`src/rtl/conv_mac_array_if.sv`:
```
// ============================================================================
// conv_mac_array_if : beat/result bus between layer controller and MAC array
// Rev 1.0
// ============================================================================
`default_nettype none

interface conv_mac_array_if #(
  parameter int CPF     = 4,
  parameter int KPF     = 2,
  parameter int DIN_DW  = 16,
  parameter int WW      = 8,
  parameter int BIAS_DW = 8,
  parameter int DOUT_DW = 16
);
  logic                     op_din_en;
  logic                     op_din_eop;
  logic [CPF*DIN_DW-1:0]    op_din;
  logic [KPF*CPF*WW-1:0]    op_weight;
  logic [KPF*BIAS_DW-1:0]   op_bias;
  logic [5:0]               cfg_shift;
  logic                     cfg_relu;
  logic                     op_dout_en;
  logic [KPF*DOUT_DW-1:0]   op_dout;
  logic                     busy;
  logic [15:0]              sat_cnt;

  modport master (
    output op_din_en, op_din_eop, op_din, op_weight, op_bias, cfg_shift, cfg_relu,
    input  op_dout_en, op_dout, busy, sat_cnt
  );

  modport slave (
    input  op_din_en, op_din_eop, op_din, op_weight, op_bias, cfg_shift, cfg_relu,
    output op_dout_en, op_dout, busy, sat_cnt
  );
endinterface

`default_nettype wire

```
`src/rtl/conv_mac_array.sv`:
```
// ============================================================================
// conv_mac_array : CPF x KPF multiply-accumulate engine with requant/ReLU/sat
// Rev 1.0
// ============================================================================
`default_nettype none

module conv_mac_array #(
  parameter int CPF        = 4,
  parameter int KPF        = 2,
  parameter int DIN_DW     = 16,
  parameter int WW         = 8,
  parameter int BIAS_DW    = 8,
  parameter int BIAS_SHIFT = 0,
  parameter int ACC_WIDTH  = 40,
  parameter int DOUT_DW    = 16
) (
  input  logic            clk,
  input  logic            rst,
  conv_mac_array_if.slave bus
);

  localparam int                      c_pw        = DIN_DW + WW;
  localparam logic [5:0]              c_shift_max = 6'(ACC_WIDTH - 1);
  localparam logic signed [ACC_WIDTH:0] c_max =
    {{(ACC_WIDTH + 2 - DOUT_DW){1'b0}}, {(DOUT_DW - 1){1'b1}}};
  localparam logic signed [ACC_WIDTH:0] c_min =
    {{(ACC_WIDTH + 2 - DOUT_DW){1'b1}}, {(DOUT_DW - 1){1'b0}}};
  localparam logic signed [ACC_WIDTH:0] c_one = {{ACC_WIDTH{1'b0}}, 1'b1};

  // ---------------------------------------------------------------- decode
  logic signed [DIN_DW-1:0] w_din [CPF];
  logic signed [WW-1:0]     w_wt  [KPF][CPF];
  logic [5:0]               w_shift;

  always_comb begin
    for (int c = 0; c < CPF; c++) begin
      w_din[c] = bus.op_din[c*DIN_DW +: DIN_DW];
    end
    for (int k = 0; k < KPF; k++) begin
      for (int c = 0; c < CPF; c++) begin
        w_wt[k][c] = bus.op_weight[(k*CPF + c)*WW +: WW];
      end
    end
    w_shift = (bus.cfg_shift > c_shift_max) ? c_shift_max : bus.cfg_shift;
  end

  // ---------------------------------------------------------------- S1
  logic                     r_first;
  logic                     r_open;
  logic                     r_s1_vld;
  logic                     r_s1_eop;
  logic                     r_s1_first;
  logic                     r_s1_relu;
  logic [5:0]               r_s1_shift;
  logic [KPF*BIAS_DW-1:0]   r_s1_bias;
  logic signed [c_pw-1:0]   r_s1_prod [KPF][CPF];

  always_ff @(posedge clk or negedge rst) begin
    if (!rst) begin
      r_first    <= 1'b1;
      r_open     <= 1'b0;
      r_s1_vld   <= 1'b0;
      r_s1_eop   <= 1'b0;
      r_s1_first <= 1'b0;
      r_s1_relu  <= 1'b0;
      r_s1_shift <= '0;
      r_s1_bias  <= '0;
      for (int k = 0; k < KPF; k++) begin
        for (int c = 0; c < CPF; c++) begin
          r_s1_prod[k][c] <= '0;
        end
      end
    end else begin
      r_s1_vld <= bus.op_din_en;
      if (bus.op_din_en) begin
        // An accepted eop makes the following beat the start of a new packet
        r_first    <= bus.op_din_eop;
        r_open     <= ~bus.op_din_eop;
        r_s1_eop   <= bus.op_din_eop;
        r_s1_first <= r_first;
        r_s1_relu  <= bus.cfg_relu;
        r_s1_shift <= w_shift;
        r_s1_bias  <= bus.op_bias;
        for (int k = 0; k < KPF; k++) begin
          for (int c = 0; c < CPF; c++) begin
            r_s1_prod[k][c] <= c_pw'(w_din[c]) * c_pw'(w_wt[k][c]);
          end
        end
      end
    end
  end

  // ---------------------------------------------------------------- S2
  logic                        r_s2_vld;
  logic                        r_s2_eop;
  logic                        r_s2_first;
  logic                        r_s2_relu;
  logic [5:0]                  r_s2_shift;
  logic [KPF*BIAS_DW-1:0]      r_s2_bias;
  logic signed [ACC_WIDTH-1:0] r_s2_sum [KPF];
  logic signed [ACC_WIDTH-1:0] w_sum    [KPF];

  always_comb begin
    for (int k = 0; k < KPF; k++) begin
      w_sum[k] = '0;
      for (int c = 0; c < CPF; c++) begin
        w_sum[k] = w_sum[k] + ACC_WIDTH'(r_s1_prod[k][c]);
      end
    end
  end

  always_ff @(posedge clk or negedge rst) begin
    if (!rst) begin
      r_s2_vld   <= 1'b0;
      r_s2_eop   <= 1'b0;
      r_s2_first <= 1'b0;
      r_s2_relu  <= 1'b0;
      r_s2_shift <= '0;
      r_s2_bias  <= '0;
      for (int k = 0; k < KPF; k++) r_s2_sum[k] <= '0;
    end else begin
      r_s2_vld <= r_s1_vld;
      if (r_s1_vld) begin
        r_s2_eop   <= r_s1_eop;
        r_s2_first <= r_s1_first;
        r_s2_relu  <= r_s1_relu;
        r_s2_shift <= r_s1_shift;
        r_s2_bias  <= r_s1_bias;
        for (int k = 0; k < KPF; k++) r_s2_sum[k] <= w_sum[k];
      end
    end
  end

  // ---------------------------------------------------------------- S3
  logic                        r_s3_vld;
  logic                        r_s3_eop;
  logic                        r_s3_relu;
  logic [5:0]                  r_s3_shift;
  logic signed [ACC_WIDTH-1:0] r_acc      [KPF];
  logic signed [ACC_WIDTH-1:0] w_bias_ext [KPF];

  always_comb begin
    for (int k = 0; k < KPF; k++) begin
      w_bias_ext[k] = ACC_WIDTH'($signed(r_s2_bias[k*BIAS_DW +: BIAS_DW])) <<< BIAS_SHIFT;
    end
  end

  always_ff @(posedge clk or negedge rst) begin
    if (!rst) begin
      r_s3_vld   <= 1'b0;
      r_s3_eop   <= 1'b0;
      r_s3_relu  <= 1'b0;
      r_s3_shift <= '0;
      for (int k = 0; k < KPF; k++) r_acc[k] <= '0;
    end else begin
      r_s3_vld <= r_s2_vld;
      if (r_s2_vld) begin
        r_s3_eop <= r_s2_eop;
        // Packet config is latched from its first beat only
        if (r_s2_first) begin
          r_s3_relu  <= r_s2_relu;
          r_s3_shift <= r_s2_shift;
        end
        for (int k = 0; k < KPF; k++) begin
          r_acc[k] <= r_s2_first ? (r_s2_sum[k] + w_bias_ext[k]) : (r_acc[k] + r_s2_sum[k]);
        end
      end
    end
  end

  // ---------------------------------------------------------------- S4
  logic                       w_fire;
  logic signed [ACC_WIDTH:0]  w_rnd [KPF];
  logic [KPF*DOUT_DW-1:0]     w_res;
  logic [15:0]                w_nsat;
  logic [16:0]                w_sat_sum;
  logic                       r_dout_en;
  logic [KPF*DOUT_DW-1:0]     r_dout;
  logic [15:0]                r_sat_cnt;

  always_comb begin
    w_fire = r_s3_vld & r_s3_eop;
    w_res  = '0;
    w_nsat = '0;
    for (int k = 0; k < KPF; k++) begin
      // One guard bit keeps the rounding add from wrapping
      w_rnd[k] = {r_acc[k][ACC_WIDTH-1], r_acc[k]};
      if (r_s3_shift != 6'd0) begin
        w_rnd[k] = (w_rnd[k] + (c_one <<< (r_s3_shift - 6'd1))) >>> r_s3_shift;
      end
      if (r_s3_relu && w_rnd[k][ACC_WIDTH]) begin
        w_rnd[k] = '0;
      end
      if (w_rnd[k] > c_max) begin
        w_rnd[k] = c_max;
        w_nsat   = w_nsat + 16'd1;
      end else if (w_rnd[k] < c_min) begin
        w_rnd[k] = c_min;
        w_nsat   = w_nsat + 16'd1;
      end
      w_res[k*DOUT_DW +: DOUT_DW] = w_rnd[k][DOUT_DW-1:0];
    end
    w_sat_sum = {1'b0, r_sat_cnt} + {1'b0, w_nsat};
  end

  always_ff @(posedge clk or negedge rst) begin
    if (!rst) begin
      r_dout_en <= 1'b0;
      r_dout    <= '0;
      r_sat_cnt <= '0;
    end else begin
      r_dout_en <= w_fire;
      if (w_fire) begin
        r_dout    <= w_res;
        r_sat_cnt <= w_sat_sum[16] ? 16'hFFFF : w_sat_sum[15:0];
      end
    end
  end

  assign bus.op_dout_en = r_dout_en;
  assign bus.op_dout    = r_dout;
  assign bus.sat_cnt    = r_sat_cnt;
  assign bus.busy       = r_open | r_s1_vld | r_s2_vld | r_s3_vld;

endmodule

`default_nettype wire

```
`src/flat_wrapper.sv`:
```
// flat-port wrapper written by rule: the top's interface ports become plain ports
module conv_mac_array_flat 
#(
  parameter int CPF        = 4,
  parameter int KPF        = 2,
  parameter int DIN_DW     = 16,
  parameter int WW         = 8,
  parameter int BIAS_DW    = 8,
  parameter int BIAS_SHIFT = 0,
  parameter int ACC_WIDTH  = 40,
  parameter int DOUT_DW    = 16
)
  (clk, rst, bus_op_din_en, bus_op_din_eop, bus_op_din, bus_op_weight, bus_op_bias, bus_cfg_shift, bus_cfg_relu, bus_op_dout_en, bus_op_dout, bus_busy, bus_sat_cnt);
  conv_mac_array_if #(.CPF(CPF), .KPF(KPF), .DIN_DW(DIN_DW), .WW(WW), .BIAS_DW(BIAS_DW), .DOUT_DW(DOUT_DW)) bus_i ();
  input  logic clk;
  input  logic rst;
  input wire logic [$bits(bus_i.op_din_en)-1:0] bus_op_din_en;
  input wire logic [$bits(bus_i.op_din_eop)-1:0] bus_op_din_eop;
  input wire logic [$bits(bus_i.op_din)-1:0] bus_op_din;
  input wire logic [$bits(bus_i.op_weight)-1:0] bus_op_weight;
  input wire logic [$bits(bus_i.op_bias)-1:0] bus_op_bias;
  input wire logic [$bits(bus_i.cfg_shift)-1:0] bus_cfg_shift;
  input wire logic [$bits(bus_i.cfg_relu)-1:0] bus_cfg_relu;
  output wire logic [$bits(bus_i.op_dout_en)-1:0] bus_op_dout_en;
  output wire logic [$bits(bus_i.op_dout)-1:0] bus_op_dout;
  output wire logic [$bits(bus_i.busy)-1:0] bus_busy;
  output wire logic [$bits(bus_i.sat_cnt)-1:0] bus_sat_cnt;
  assign bus_i.op_din_en = bus_op_din_en;
  assign bus_i.op_din_eop = bus_op_din_eop;
  assign bus_i.op_din = bus_op_din;
  assign bus_i.op_weight = bus_op_weight;
  assign bus_i.op_bias = bus_op_bias;
  assign bus_i.cfg_shift = bus_cfg_shift;
  assign bus_i.cfg_relu = bus_cfg_relu;
  assign bus_op_dout_en = bus_i.op_dout_en;
  assign bus_op_dout = bus_i.op_dout;
  assign bus_busy = bus_i.busy;
  assign bus_sat_cnt = bus_i.sat_cnt;
  conv_mac_array #(.CPF(CPF), .KPF(KPF), .DIN_DW(DIN_DW), .WW(WW), .BIAS_DW(BIAS_DW), .BIAS_SHIFT(BIAS_SHIFT), .ACC_WIDTH(ACC_WIDTH), .DOUT_DW(DOUT_DW)) u_core (.clk(clk), .rst(rst), .bus(bus_i));
endmodule
```
`config.mk`:
```
export PLATFORM = sky130hd
export DESIGN_NAME = conv_mac_array_flat
export DESIGN_NICKNAME = d
export VERILOG_FILES = /design/src/rtl/conv_mac_array_if.sv /design/src/rtl/conv_mac_array.sv /design/src/flat_wrapper.sv
export SDC_FILE = /design/constraint.sdc
export NUM_CORES = 2
export LEC_CHECK = 0
export CAP_MARGIN = 20
export CORE_MARGIN = 3
export CORE_UTILIZATION = 40
export CTS_CLUSTER_SIZE = 24
export DETAILED_ROUTE_END_ITERATION = 8
export PLACE_DENSITY = 0.53
export SLEW_MARGIN = 0
export SYNTH_ARGS = -nofsm -noshare
export SYNTH_HDL_FRONTEND = slang
export SYNTH_SLANG_ARGS = --single-unit
export TNS_END_PERCENT = 10
```
`constraint.sdc`:
```
create_clock -name clk -period 10.2 [get_ports clk]
set_clock_uncertainty 0.15 [all_clocks]
set_input_delay 1.02 -clock clk [delete_from_list [all_inputs] [get_ports clk]]
set_output_delay 1.02 -clock clk [all_outputs]
set_load 0.01 [all_outputs]
```
==> load_flow_metrics.sql <==
INSERT INTO impl_metrics (metric_group, metric, value, unit) VALUES
('synth', 'synth_area_per_cell', '8.61', 'sq um'),
('detailed_routing', 'drt_first_iter_violations', '4763', ''),
('timing', 'finalSetupTns', '0', 'ns'),
('floorplan', 'io-pin-count', '205', ''),
('detailed_routing', 'drtPass1Iterations', '6', ''),
('critical_path', 'worst_r2r_endpoint', 'u_core.bus.sat_cnt[2]', ''),
('synth', 'synth_edf_count', '0', ''),
('timing', 'setup_repair_after_global_routing_missed_its_margin', 'false', ''),
('detailed_routing', 'drcViolationCount', '0', ''),
('critical_path', 'crit_arrival', '10.09', 'ns'),
('critical_path', 'critical-path-slowest-cell', 'sky130_fd_sc_hd__nor4_1', ''),
('global_route', 'grt-ovfl-total', '0', ''),
('detailed_routing', 'ant_nets', '0', ''),
('cts', 'cts_num_sinks', '464', ''),
('synth', 'synth.distinct_cells', '109', ''),
('floorplan', 'die_height', '442', 'um'),
('global_route', 'pin_count_of_the_biggest_net_entering_global_routing', '136', ''),
('final_layout', 'mostFrequentLayoutCell', 'sky130_fd_sc_hd__inv_1', ''),
('placement', 'place.gp.congestion', '1.01', ''),
('global_route', 'via_count_of_the_first_global_routing_pass', '66415', ''),
('synth', 'synth_nets', '10468', ''),
('placement', 'placed_cells', '11293', ''),
('critical_path', 'worst_path_largest_cell_delay', '0.83', 'ns'),
('synth', 'postSynthRegisterBits', '464', ''),
('floorplan', 'die_width', '442', 'um'),
('floorplan', 'die_area', '195000', 'sq um'),
('cts', 'tritoncts.num_buffers', '60', ''),
('final_layout', 'layout.cells.non_filler', '11413', ''),
('placement', 'place_hpwl', '238000', 'um'),
('critical_path', 'crit_buf_inv', '2', ''),
('timing', 'finalMaxSlewViolations', '0', ''),
('synth', 'synthFlopType', 'sky130_fd_sc_hd__dfrtp_1', ''),
('timing', 'finalCritPeriodShare', '94.4', '%'),
('critical_path', 'endpoint_kind', 'register', ''),
('synth', 'netlist_instances', '8820', ''),
('critical_path', 'path_max_fanout', '24', ''),
('critical_path', 'ff2ff_setup_slack', '0.57', 'ns'),
('critical_path', 'cpLargestDelayFamily', 'simple AND/OR/NAND/NOR gates', ''),
('run_status', 'run_status', 'complete, no violations', ''),
('synth', 'syn-cell-area', '75900', 'sq um'),
('cts', 'cts_tree', 'done', ''),
('floorplan', 'rows', '159', ''),
('final_layout', 'proportion_of_layout_cells_with_a_drive_suffix_above_1', '7.45', '%'),
('final_layout', 'flow.area_growth_from_synthesis', '9.70', '%'),
('placement', 'placement.io_buffers', '204', ''),
('synth', 'synth_warnings', '0', ''),
('timing', 'min_clock_period_post_route', '9.63', 'ns'),
('cts', 'post-cts-setup-buffers', '0', ''),
('critical_path', 'library_cell_appearing_most_often_on_the_critical_path', 'sky130_fd_sc_hd__a31oi_1', ''),
('synth', 'synth_sequential_area_ratio', '15.3', '%'),
('critical_path', 'worst_path_required', '10.66', 'ns'),
('critical_path', 'regToRegStartpoint', 'u_core.r_s3_shift[3]', ''),
('global_route', 'antenna_found_initial', '11', ''),
('cts', 'clk_transition_reported_paths', '0.06', 'ns'),
('timing', 'worst_slew_margin_rel', '20.0', '%'),
('hold_path', 'hp-class', 'in2async', ''),
('detailed_routing', 'wl_per_cell', '25.4', 'um'),
('cts', 'clock_tree.htree_level_count', '2', ''),
('floorplan', 'core_region_area', '188000', 'sq um'),
('critical_path', 'timing.setup.critical_path_class', 'reg2reg', ''),
('detailed_routing', 'detailroute.via_count', '64601', ''),
('flow_run', 'max_cap_violations', '0', ''),
('timing', 'maxClockFrequency', '104', 'MHz'),
('critical_path', 'r2r.worst_path.cells', '29', ''),
('cts', 'clk_root_buffer_cell', 'sky130_fd_sc_hd__clkbuf_16', ''),
('cts', 'cts.hold.buffers_added', '0', ''),
('final_layout', 'final_nets', '10509', ''),
('detailed_routing', 'routed_via_density', '5.66', ''),
('timing', 'final_hold_violating_endpoints', '0', ''),
('cts', 'clockBufferDepth', '3', ''),
('detailed_routing', 'drt-total-wl', '290000', 'um'),
('synth', 'async_set_reset_flop_share_out_of_synthesis', '100', '%'),
('timing', 'tightestPinTransition', '1.19', 'ns'),
('global_route', 'first_pass_grt_wire_length', '436000', 'um'),
('critical_path', 'cp-start-kind', 'register', ''),
('floorplan', 'initial_utilization', '40.3', '%'),
('global_route', 'grt_util_all_layers', '29.5', '%'),
('cts', 'clock_insertion_delay_worst_skew', '0.71', 'ns'),
('final_layout', 'layout.cells.most_common_list', '1229 x sky130_fd_sc_hd__inv_1, 879 x sky130_fd_sc_hd__fa_1, 748 x sky130_fd_sc_hd__nand2_1', ''),
('timing', 'timing.final.setup_violations', '0', ''),
('cts', 'ctsResizeCount', '0', '');
## state kept, by name (all words and copies together) (netlist names), 16 cells and up
register / flops
u_core.r_s2_bias: 16
u_core.bus.op_dout: 32
u_core.r_s1_prod: 192
u_core.bus.sat_cnt: 16
u_core.r_acc: 80
u_core.r_s1_bias: 16
u_core.r_s2_sum: 80
## metal layers
metal | vias up | GRT usage [%] | part of all wire, %
li1 | 29644 | - | -
met2 | 1828 | 49.2 | 47
met4 | 2 | 18.3 | 7.7
met1 | 32590 | 36.4 | 41
met5 | - | 0 | 0.0045
met3 | 537 | 3.53 | 4.7
## layout make-up
class | count | area (sq um)
antenna | 7 | 17.5
clock buffer | 77 | 1710
clock inverter | 35 | 619
fill | 18886 | 105000
inverter | 1235 | 4640
multi-input combinational | 6717 | 58100
sequential | 464 | 11600
tap | 2495 | 3120
timing repair buffer | 383 | 3450
## worst register-to-register path: cells and delay by family (launching register included)
kind	cells	cell delay (ns)
adder cells (fa/ha/maj)	3	0.82
AO/OA/AOI/OAI	9	2.68
buffers and inverters	2	0.45
XOR/XNOR	2	0.40
AND/OR/NAND/NOR	13	4.33
flip-flops	1	0.68
## how the worst max path moves through the flow
| stage | depth (start not counted) | from | end | slack, ns |
|---|---|---|---|---|
| after detailed placement | 28 | u_core.r_s3_shift[1] | u_core.bus.sat_cnt[12] | 0.87 |
| final | 29 | u_core.r_s3_shift[3] | u_core.bus.sat_cnt[2] | 0.57 |
| after floorplan | 34 | u_core.r_s3_shift[2] | u_core.bus.sat_cnt[10] | 2.33 |
| after CTS | 28 | u_core.r_s3_shift[1] | u_core.bus.sat_cnt[12] | 0.83 |
| after global routing | 30 | u_core.r_s3_shift[3] | u_core.bus.sat_cnt[2] | 0.15 |
| after global placement | 30 | u_core.r_s3_shift[3] | u_core.bus.sat_cnt[12] | 0.83 |
## synthesized netlist by cell type (69+ instances only)
library cell,n,area [sq um]
sky130_fd_sc_hd__a211oi_1,70,526
sky130_fd_sc_hd__a21o_1,131,983
sky130_fd_sc_hd__mux2i_1,86,861
sky130_fd_sc_hd__ha_1,614,7680
sky130_fd_sc_hd__nand2b_1,146,913
sky130_fd_sc_hd__mux2_2,269,3030
sky130_fd_sc_hd__nand3_1,151,756
sky130_fd_sc_hd__inv_1,1232,4620
sky130_fd_sc_hd__xnor2_1,301,2640
sky130_fd_sc_hd__dfrtp_1,463,11600
sky130_fd_sc_hd__nor3_1,154,771
sky130_fd_sc_hd__fa_1,879,17600
sky130_fd_sc_hd__nor2_1,463,1740
sky130_fd_sc_hd__o21a_1,69,518
sky130_fd_sc_hd__clkbuf_1,350,1310
sky130_fd_sc_hd__a21oi_1,411,2060
sky130_fd_sc_hd__o21ai_0,506,2530
sky130_fd_sc_hd__and2_1,638,3990
sky130_fd_sc_hd__nand2_1,748,2810
sky130_fd_sc_hd__o211ai_1,80,601
## kinds of logic (layout without fill, tap and decap cells)
group                    after synthesis  in the layout  share of synthesized area, %
AND/OR/NAND/NOR                     2646           2646                          17.6
AO/OA/AOI/OAI                       1845           1845                          15.8
buffers and inverters               1639           1730                          8.20
adder cells (fa/ha/maj)             1493           1493                          33.3
flip-flops                           464            464                          15.3
multiplexers                         373            373                          5.63
XOR/XNOR                             360            360                          4.15
other                                  0              7                             0
## stage by stage
stage	area, sq um	hold slack, ns	util, %	setup slack, ns
after floorplan	75900	0.202	-	2.33
after global placement	80900	0.312	43.0	0.832
after detailed placement	80900	0.317	43.0	0.866
after CTS	83200	0.116	44.2	0.828
after global routing	83300	0.146	44.3	0.149
final	83300	0.109	44.3	0.575
Power is not shown: default switching activity piles up to over one toggle a cycle in this logic, so the estimate is an artifact.
